===== config.mk =====
export PLATFORM = sky130hd
export DESIGN_NAME = ethernet_transmitter_flat
export DESIGN_NICKNAME = d
export VERILOG_FILES = /design/src/rtl/ethernet_pkg.sv /design/src/rtl/ethernet_transmitter_if.sv /design/src/rtl/ethernet_crc32.sv /design/src/rtl/ethernet_transmitter.sv /design/src/flat_wrapper.sv
export SDC_FILE = /design/constraint.sdc
export NUM_CORES = 1
export LEC_CHECK = 0
export CAP_MARGIN = 10
export CORE_ASPECT_RATIO = 0.6
export CORE_UTILIZATION = 55
export CTS_BUF_LIST = sky130_fd_sc_hd__clkbuf_4
export DETAILED_ROUTE_END_ITERATION = 7
export PLACE_DENSITY = 0.83
export SLEW_MARGIN = 15
export SYNTH_ARGS = -nofsm -noshare
export SYNTH_HDL_FRONTEND = slang
export SYNTH_SLANG_ARGS = --single-unit

===== constraint.sdc =====
create_clock -name clk_125m -period 2.6 [get_ports clk_125m]
set_input_delay 0.52 -clock clk_125m [delete_from_list [all_inputs] [get_ports clk_125m]]
set_output_delay 0.52 -clock clk_125m [all_outputs]
set_load 0.02 [all_outputs]

===== src/rtl/ethernet_pkg.sv =====
// Ethernet shared definitions.
// Used by the transmitter and the receiver.
package ethernet_pkg;

  typedef enum logic [2:0] {
    IDLE,
    PREAMBLE,
    SFD,
    DATA,
    PAD,
    FCS,
    DROP,
    IFG
  } eth_state_e;

  localparam logic [7:0]  PREAMBLE_BYTE = 8'h55;
  localparam logic [7:0]  SFD_BYTE      = 8'hD5;
  localparam logic [31:0] CRC_POLY      = 32'h04C11DB7;
  localparam logic [31:0] CRC_INIT      = 32'hFFFFFFFF;
  localparam int          PREAMBLE_LEN  = 7;

  function automatic logic [15:0] sat_inc16(
    input logic [15:0] v
  );
    return (v == 16'hFFFF) ? v : v + 16'd1;
  endfunction

endpackage


===== src/rtl/ethernet_transmitter_if.sv =====
// Byte stream into the Ethernet transmitter.
// valid/ready handshake with end-of-frame marker.
interface ethernet_transmitter_if;

  logic [7:0] s_data;
  logic       s_valid;
  logic       s_last;
  logic       s_ready;

  modport master (
    output s_data,
    output s_valid,
    output s_last,
    input  s_ready
  );

  modport slave (
    input  s_data,
    input  s_valid,
    input  s_last,
    output s_ready
  );

endinterface


===== src/rtl/ethernet_crc32.sv =====
// One-byte CRC-32 step, data bits LSB first.
// Pure combinational; the register lives in the caller.
module ethernet_crc32
  import ethernet_pkg::*;
(
  input  logic [7:0]  data,
  input  logic [31:0] crc,
  output logic [31:0] crc_next
);

  logic [31:0] c;

  // shift the eight data bits through the LFSR
  always_comb begin
    c = crc;
    for (int i = 0; i < 8; i++) begin
      if (data[i] ^ c[31]) begin
        c = {c[30:0], 1'b0} ^ CRC_POLY;
      end else begin
        c = {c[30:0], 1'b0};
      end
    end
    crc_next = c;
  end

endmodule


===== src/rtl/ethernet_transmitter.sv =====
// GMII Ethernet frame transmitter.
// Adds preamble/SFD, pad and FCS; enforces IFG.
module ethernet_transmitter
  import ethernet_pkg::*;
#(
  parameter int MIN_PAYLOAD = 60,
  parameter int MAX_PAYLOAD = 1514,
  parameter int IFG_BYTES   = 12
) (
  input  logic                  clk_125m,
  input  logic                  rst,
  ethernet_transmitter_if.slave stream,
  output logic                  tx_en,
  output logic [7:0]            txd,
  output logic                  tx_er,
  output logic                  busy,
  output logic                  frame_done,
  output logic [15:0]           frame_length,
  output logic                  frame_error
);

  localparam logic [15:0] MIN_LEN  = 16'(MIN_PAYLOAD);
  localparam logic [15:0] MAX_LEN  = 16'(MAX_PAYLOAD);
  localparam logic [15:0] PRE_LAST = 16'(PREAMBLE_LEN - 1);
  localparam logic [15:0] IFG_LAST = 16'(IFG_BYTES - 1);

  eth_state_e  state;
  eth_state_e  state_nx;
  logic [15:0] cnt;
  logic [15:0] cnt_nx;
  logic [15:0] pay_cnt;
  logic [15:0] pay_nx;
  logic [15:0] pay_inc;
  logic [15:0] len_nx;
  logic [31:0] crc;
  logic [31:0] crc_nx;
  logic [31:0] crc_step;
  logic [31:0] fcs;
  logic [7:0]  crc_in;
  logic [7:0]  fcs_byte;
  logic [7:0]  txd_nx;
  logic        tx_en_nx;
  logic        tx_er_nx;
  logic        done_nx;
  logic        err_nx;

  // state is the phase deciding next cycle's txd
  assign stream.s_ready = (state == DATA) ||
                          (state == DROP);

  assign pay_inc = sat_inc16(pay_cnt);
  assign crc_in  = (state == PAD) ? 8'h00
                                  : stream.s_data;
  assign fcs     = ~crc;

  ethernet_crc32 u_crc (
    .data     (crc_in),
    .crc      (crc),
    .crc_next (crc_step)
  );

  // FCS goes out low byte first
  always_comb begin
    fcs_byte = fcs[7:0];
    unique case (cnt[1:0])
      2'd0: fcs_byte = fcs[7:0];
      2'd1: fcs_byte = fcs[15:8];
      2'd2: fcs_byte = fcs[23:16];
      2'd3: fcs_byte = fcs[31:24];
    endcase
  end

  // next-state and next-output decode
  always_comb begin
    state_nx = state;
    cnt_nx   = cnt;
    pay_nx   = pay_cnt;
    crc_nx   = crc;
    len_nx   = frame_length;
    tx_en_nx = 1'b0;
    txd_nx   = 8'h00;
    tx_er_nx = 1'b0;
    done_nx  = 1'b0;
    err_nx   = 1'b0;
    unique case (state)
      IDLE: begin
        if (stream.s_valid) begin
          state_nx = PREAMBLE;
          tx_en_nx = 1'b1;
          txd_nx   = PREAMBLE_BYTE;
          cnt_nx   = 16'd1;
          pay_nx   = 16'd0;
          crc_nx   = CRC_INIT;
        end
      end
      PREAMBLE: begin
        tx_en_nx = 1'b1;
        txd_nx   = PREAMBLE_BYTE;
        if (cnt == PRE_LAST) begin
          state_nx = SFD;
          cnt_nx   = 16'd0;
        end else begin
          cnt_nx = cnt + 16'd1;
        end
      end
      SFD: begin
        tx_en_nx = 1'b1;
        txd_nx   = SFD_BYTE;
        state_nx = DATA;
      end
      DATA: begin
        tx_en_nx = 1'b1;
        cnt_nx   = 16'd0;
        if (stream.s_valid) begin
          txd_nx = stream.s_data;
          crc_nx = crc_step;
          pay_nx = pay_inc;
          if (stream.s_last) begin
            state_nx = (pay_inc < MIN_LEN) ? PAD
                                           : FCS;
          end else if (pay_inc >= MAX_LEN) begin
            tx_er_nx = 1'b1;
            err_nx   = 1'b1;
            state_nx = DROP;
          end
        end else begin
          tx_er_nx = 1'b1;
          err_nx   = 1'b1;
          state_nx = IFG;
        end
      end
      PAD: begin
        tx_en_nx = 1'b1;
        crc_nx   = crc_step;
        pay_nx   = pay_inc;
        if (pay_inc >= MIN_LEN) begin
          state_nx = FCS;
          cnt_nx   = 16'd0;
        end
      end
      FCS: begin
        tx_en_nx = 1'b1;
        txd_nx   = fcs_byte;
        if (cnt[1:0] == 2'd3) begin
          done_nx  = 1'b1;
          len_nx   = pay_cnt + 16'd4;
          state_nx = IFG;
          cnt_nx   = 16'd0;
        end else begin
          cnt_nx = cnt + 16'd1;
        end
      end
      DROP: begin
        if (stream.s_valid && stream.s_last) begin
          state_nx = IFG;
          cnt_nx   = 16'd0;
        end
      end
      IFG: begin
        if (cnt >= IFG_LAST) begin
          state_nx = IDLE;
          cnt_nx   = 16'd0;
        end else begin
          cnt_nx = cnt + 16'd1;
        end
      end
      default: begin
        state_nx = IDLE;
      end
    endcase
  end

  // state, datapath and registered GMII outputs
  always_ff @(posedge clk_125m) begin
    if (rst) begin
      state        <= IDLE;
      cnt          <= 16'd0;
      pay_cnt      <= 16'd0;
      crc          <= CRC_INIT;
      tx_en        <= 1'b0;
      txd          <= 8'h00;
      tx_er        <= 1'b0;
      busy         <= 1'b0;
      frame_done   <= 1'b0;
      frame_error  <= 1'b0;
      frame_length <= 16'd0;
    end else begin
      state        <= state_nx;
      cnt          <= cnt_nx;
      pay_cnt      <= pay_nx;
      crc          <= crc_nx;
      tx_en        <= tx_en_nx;
      txd          <= txd_nx;
      tx_er        <= tx_er_nx;
      busy         <= (state != IDLE) ||
                      (state_nx != IDLE);
      frame_done   <= done_nx;
      frame_error  <= err_nx;
      frame_length <= len_nx;
    end
  end

endmodule


===== src/flat_wrapper.sv =====
// flat-port wrapper written by rule: the top's interface ports become plain ports
module ethernet_transmitter_flat import ethernet_pkg::*;
#(
  parameter int MIN_PAYLOAD = 60,
  parameter int MAX_PAYLOAD = 1514,
  parameter int IFG_BYTES   = 12
)
  (clk_125m, rst, tx_en, txd, tx_er, busy, frame_done, frame_length, frame_error, stream_s_data, stream_s_valid, stream_s_last, stream_s_ready);
  ethernet_transmitter_if stream_i ();
  input  logic clk_125m;
  input  logic rst;
  output logic tx_en;
  output logic [7:0] txd;
  output logic tx_er;
  output logic busy;
  output logic frame_done;
  output logic [15:0] frame_length;
  output logic frame_error;
  input wire logic [$bits(stream_i.s_data)-1:0] stream_s_data;
  input wire logic [$bits(stream_i.s_valid)-1:0] stream_s_valid;
  input wire logic [$bits(stream_i.s_last)-1:0] stream_s_last;
  output wire logic [$bits(stream_i.s_ready)-1:0] stream_s_ready;
  assign stream_i.s_data = stream_s_data;
  assign stream_i.s_valid = stream_s_valid;
  assign stream_i.s_last = stream_s_last;
  assign stream_s_ready = stream_i.s_ready;
  ethernet_transmitter #(.MIN_PAYLOAD(MIN_PAYLOAD), .MAX_PAYLOAD(MAX_PAYLOAD), .IFG_BYTES(IFG_BYTES)) u_core (.clk_125m(clk_125m), .rst(rst), .stream(stream_i), .tx_en(tx_en), .txd(txd), .tx_er(tx_er), .busy(busy), .frame_done(frame_done), .frame_length(frame_length), .frame_error(frame_error));
endmodule

# Yosys cells after proc, flatten, opt, wreduce, memory -nomap -nowiden
# Cells that the tools add are included.
# classes
add_sub_neg,3
n_lt_le_gt_ge,4
eq_ne,16
muxes,44
bitwise_logic,19
reduce_logical,15
# op_table
op,count
27-bit two-way mux,8
16-bit two-way mux,9
14-bit inverter,8
16-bit one-hot mux with 7 select lines,1
32-bit one-hot mux with 3 select lines,1
32-bit two-way mux,2
16-bit one-hot mux with 3 select lines,1
8-bit one-hot mux with 5 select lines,1
16-bit by 1-bit adder with 16-bit output (second input constant),2
32-bit inverter,1
8-bit one-hot mux with 4 select lines,1
3-bit two-way mux,9
3-bit one-hot mux with 8 select lines,1
16-bit by 3-bit adder with 16-bit output (second input constant),1
16-bit equality test (second input constant),1
16-bit by 3-bit equality test with 1-bit output (second input constant),1
16-bit by 11-bit >= comparator with 1-bit output (second input constant),1
16-bit by 4-bit >= comparator with 1-bit output (second input constant),1
16-bit by 6-bit >= comparator with 1-bit output (second input constant),1
16-bit by 6-bit less-than comparator with 1-bit output (second input constant),1
8-bit two-way mux,2
3-bit equality test (second input constant),4
3-bit nonzero test,3
2-bit != test (second input constant),4
other kinds (19),36
# totals
reg_bits,95
input_bits,12
out_inout_bits,30

# Depth between registers and ports, before layout
# depth
ltp_word,20
ltp_mapped,11

# By module
# A second synthesis with hierarchy kept.
# hier_totals
cells_unflattened,721
area_unflattened_um2,6162.2
# modules_own_cells
mod,n_inst,cells_per_inst,area_each_um2,seq_area_each_um2
ethernet_transmitter,1,658,5172.5,1901.8
ethernet_crc32,1,63,989.7,0.0

# Least setup slack after synthesis
# No wires, ideal clock.
# synth_path
kind,flip-flop to flip-flop
start,register u_core.pay_cnt[2]
end,register u_core.cnt[2]
setup_time_ns,0.128
arrival_time_ns,2.602
path_slack_ns,-0.130
path_stages_with_launch,11
n_path_buf,1
synth_period_minus_slack_ns,2.730
cell_sequence,dfxtp_1 > ha_1 > nand2_1 > nor4_4 > or3_1 > nand2_1 > or4_4 > o31ai_4 > buf_6 > mux2i_1 > nor2_1
# synth_via
elab_chain_len,5
word_cells_on_any_way,6
# synth_lines
element,line_no,source
from (decl),ethernet_transmitter.sv:31,logic [15:0] pay_cnt;
from (signal assigned),ethernet_transmitter.sv:190,pay_cnt <= pay_nx;
16-bit by 1-bit adder with 16-bit output or 16-bit equality test (tied branches),ethernet_pkg.sv:25,return (v == 16'hFFFF) ? v : v + 16'd1;
16-bit two-way mux *,ethernet_pkg.sv:25,
16-bit by 6-bit >= comparator with 1-bit output *,ethernet_transmitter.sv:136,if (pay_inc >= MIN_LEN) begin
2-bit != test (no source line) *,-,
4-bit AND reduction (no source line) *,-,
to (signal assigned),ethernet_transmitter.sv:189,cnt <= cnt_nx;
to (decl),ethernet_transmitter.sv:29,logic [15:0] cnt;
# Mark *: on every way between the ends. The rest lies on a longest branch, timed or not.
# A chain may end at the register's enable or synchronous reset.

# Worst setup path after layout
# layout_path
start,register u_core.pay_cnt[2]
end,register u_core.cnt[8]
# The elaborated chain is that of the path after synthesis.

==> results.json <==
{
  "worstRegToRegCells": 11,
  "status": "complete, but fails checks",
  "setup_viol": 3,
  "final_area_um2": 7170,
  "synth_warnings": 0,
  "r2r-start": "u_core.pay_cnt[2]",
  "powerDensity_nw_per_um2": 404,
  "start_util_pct": 56.8,
  "final.setup.worst_slack_ns": -0.0122,
  "boundaryPins": 42,
  "power.share.sequential_pct": 50.5,
  "crit_type": "register to register",
  "port_buffers": 41,
  "antenna_found_initial": 0,
  "routed_wl_um": 17200,
  "area_delta_synth_final_pct": 27.5,
  "synth_cell_types": 67,
  "hold_start": "rst",
  "clockBufferDepth": 2,
  "synth.top_cell.area_share_pct": 33.8,
  "holdPathStages": 2,
  "dr_total_vias": 5745,
  "grt_usage_pct": 32.1,
  "cpMaxStageDelayCell": "or4_4",
  "syn_area_per_cell_um2": 8.06,
  "clkSinkCount": 95,
  "worstPathRequired_ns": 2.98,
  "cts_tree": "yes",
  "synthCells": 698,
  "routedWlPerCell_um": 18.3,
  "placedCellCount": 916,
  "nNetsFinal": 819,
  "vdd_drop_max_uv": 217,
  "viasPerCell": 6.12,
  "n_antenna_cell": 0,
  "drive_above_1_share_pct": 22.4,
  "syn_nets": 717,
  "grt_max_degree": 30,
  "p_leak_nw": 2.61,
  "synth_area_leader_cell": "dfxtp_1",
  "hold_path_end": "u_core.cnt[2]",
  "firstDrtPassIters": 7,
  "rows": 28,
  "final_common_cell": "buf_4",
  "die_w_um": 133,
  "seq_area_frac_synth_pct": 33.8,
  "synth_edf_count": 0,
  "maxSlewHeadroom_pct": 55.3,
  "hold_class": "input port to register",
  "intPower_mw": 2.08,
  "grt_pass1_vias": 5112,
  "coreArea_um2": 9910,
  "drc": 0,
  "postRouteAntennaNets": 0,
  "layoutNonFillerInstCount": 939,
  "endpoint_kind": "register",
  "path_clk_slew_ns": 0.14,
  "grt-ovfl-total": 0,
  "drt-initial-drc-count": 678,
  "fmaxAchievable_ghz": 0.383,
  "crit_arrival_ns": 2.99,
  "h-tree-depth": 3,
  "whs_ns": 0.471,
  "violations": "setup timing",
  "worstPathMaxFanout": 5,
  "crit_buf_inv": 2,
  "slew_viol_final": 0,
  "hpwl_um": 12300,
  "ys_seq_elements": 95,
  "synth-main-ff-cell": "dfxtp_1",
  "post-route-period-util_pct": 100,
  "finalHoldViolations": 0,
  "synth.cell_area_um2": 5630,
  "fp.dieH_um": 80.4,
  "rsz0062_at_grt": "yes",
  "post-place-ws_ns": -0.155,
  "gp_congestion": 0.953,
  "nFillCells": 737,
  "power.net_switching_mw": 0.816,
  "p_comb_share_pct": 18.0,
  "reg2reg_slack_ns": -0.01,
  "worstPathCellList": "ha_4, and4_4, buf_4, o21ai_1, nor2_2, nor3_2, or4_4, o31ai_4, buf_4, nor2_4, a311oi_2",
  "postPlaceCellArea_um2": 6710,
  "clock-root-buffer": "clkbuf_4",
  "cp_common_cell": "buf_4",
  "post-route-util_pct": 72.4,
  "clock_latency_ns": 0.47,
  "sw_frac_of_total_pct": 28.2,
  "timing.rr.end": "u_core.cnt[8]",
  "synth.area.top_cells": "dfxtp_1 34%, xnor2_1 7.6%, nor2_1 6.2%, xor2_1 5.3%, a21oi_1 4.5%",
  "fp.dieArea_um2": 10700,
  "start_kind": "register",
  "cpPeakStageDelay_ns": 0.58,
  "synthArstFlopShare_pct": 0,
  "max_slew.worst_pin.slew_ns": 0.671,
  "layout_min_cycle_time_ns": 2.61,
  "cp_top_family": "simple AND/OR/NAND/NOR gates",
  "cts_made_buffers": 9,
  "maxCapViolCount": 0,
  "skew_ns": 0.0223,
  "power_frac_clock_pct": 31.5,
  "final_cell_mix": "89 x buf_4, 88 x nor2_1, 79 x dfxtp_1",
  "grt_pass1_wl_um": 26800
}
## synthesized netlist by cell type (8+ instances only)
master,n
dfxtp_1,95
nor2_1,93
nand2_1,63
a21oi_1,51
xnor2_1,49
xor2_1,34
clkbuf_1,28
o21ai_0,25
o22ai_1,25
a211oi_1,19
nor3_1,19
nand3_1,17
nor2b_1,12
inv_1,11
buf_2,10
nor4_1,9
a31oi_1,8
nand4_1,8
## metrics by stage
stage	TNS, ns	power, mW
final	-0.0230	2.90
after global routing	-1.54	3.00
after CTS	-0.0565	2.89
after detailed placement	-1.39	2.00
after global placement	-0.196	1.98
after floorplan	-0.0335	1.82
## timing repair
action,in CTS,in global routing
hold buffers,0,0
pin swaps,3,12
setup buffers,0,8
resized for setup,25,45
setup endpoints to repair,19,26
## flip-flops by register name, indices dropped and copies added, names as in the netlist
register,count
u_core.tx_en,1
u_core.frame_length,16
u_core.busy,1
u_core.crc,32
u_core.frame_done,1
u_core.state,3
u_core.tx_er,1
u_core.pay_cnt,16
u_core.txd,8
u_core.cnt,16
## how the worst max path moves through the flow
stage / endpoint / start / slack, ns / depth (start not counted)
final: u_core.cnt[8] / u_core.pay_cnt[2] / -0.01 / 11
after floorplan: u_core.cnt[2] / u_core.pay_cnt[3] / -0.03 / 10
after global routing: u_core.cnt[8] / u_core.pay_cnt[2] / -0.17 / 11
after global placement: u_core.cnt[2] / u_core.pay_cnt[4] / -0.08 / 9
after CTS: u_core.cnt[13] / u_core.pay_cnt[14] / -0.03 / 9
after detailed placement: u_core.cnt[2] / u_core.pay_cnt[4] / -0.16 / 9
## area by class of cell
class / count / area, µm² / share of cell area (%)
Inverter: 11 / 41.3 / 0.576
Tap cell: 135 / 169 / 2.35
Multi-Input combinational cell: 544 / 3680 / 51.4
Clock buffer: 10 / 75.1 / 1.05
Clock inverter: 5 / 81.3 / 1.13
Sequential cell: 95 / 1940 / 27.0
Timing Repair Buffer: 139 / 1180 / 16.5
## power by group through the flow
stage               registers [mW]  logic (mW)  clock network (mW)
finish                        1.46       0.521               0.911
global route                  1.47       0.548               0.990
CTS                           1.47       0.500               0.925
detailed placement            1.50       0.494                   0
global placement              1.50       0.482                   0
floorplan                     1.51       0.309                   0
## worst register-to-register path, cell delays in order, from the launching register on
cell and delay, ns:
dfxtp_4 0.40, ha_4 0.18, and4_4 0.26, buf_4 0.13, o21ai_1 0.08, nor2_2 0.14, nor3_2 0.05, or4_4 0.58
o31ai_4 0.25, buf_4 0.17, nor2_4 0.05, a311oi_2 0.25
## logic make-up after synthesis
kind of cell	Yosys count	synth area share [%]
buffers and inverters	59	4.56
multiplexers	5	0.912
AND/OR/NAND/NOR	264	23.2
flip-flops	95	33.8
AO/OA/AOI/OAI	179	20.8
XOR/XNOR	89	15.2
adder cells (fa/ha/maj)	7	1.56
## metal layers
metal	GRT usage, %	share of wire, %	routed length [µm]
met1	47.1	46	7880
met5	0	0	0
met3	7.20	11	1830
met2	46.9	42	7170
met4	8.16	1.6	277
(Power assumes the default switching activity.)
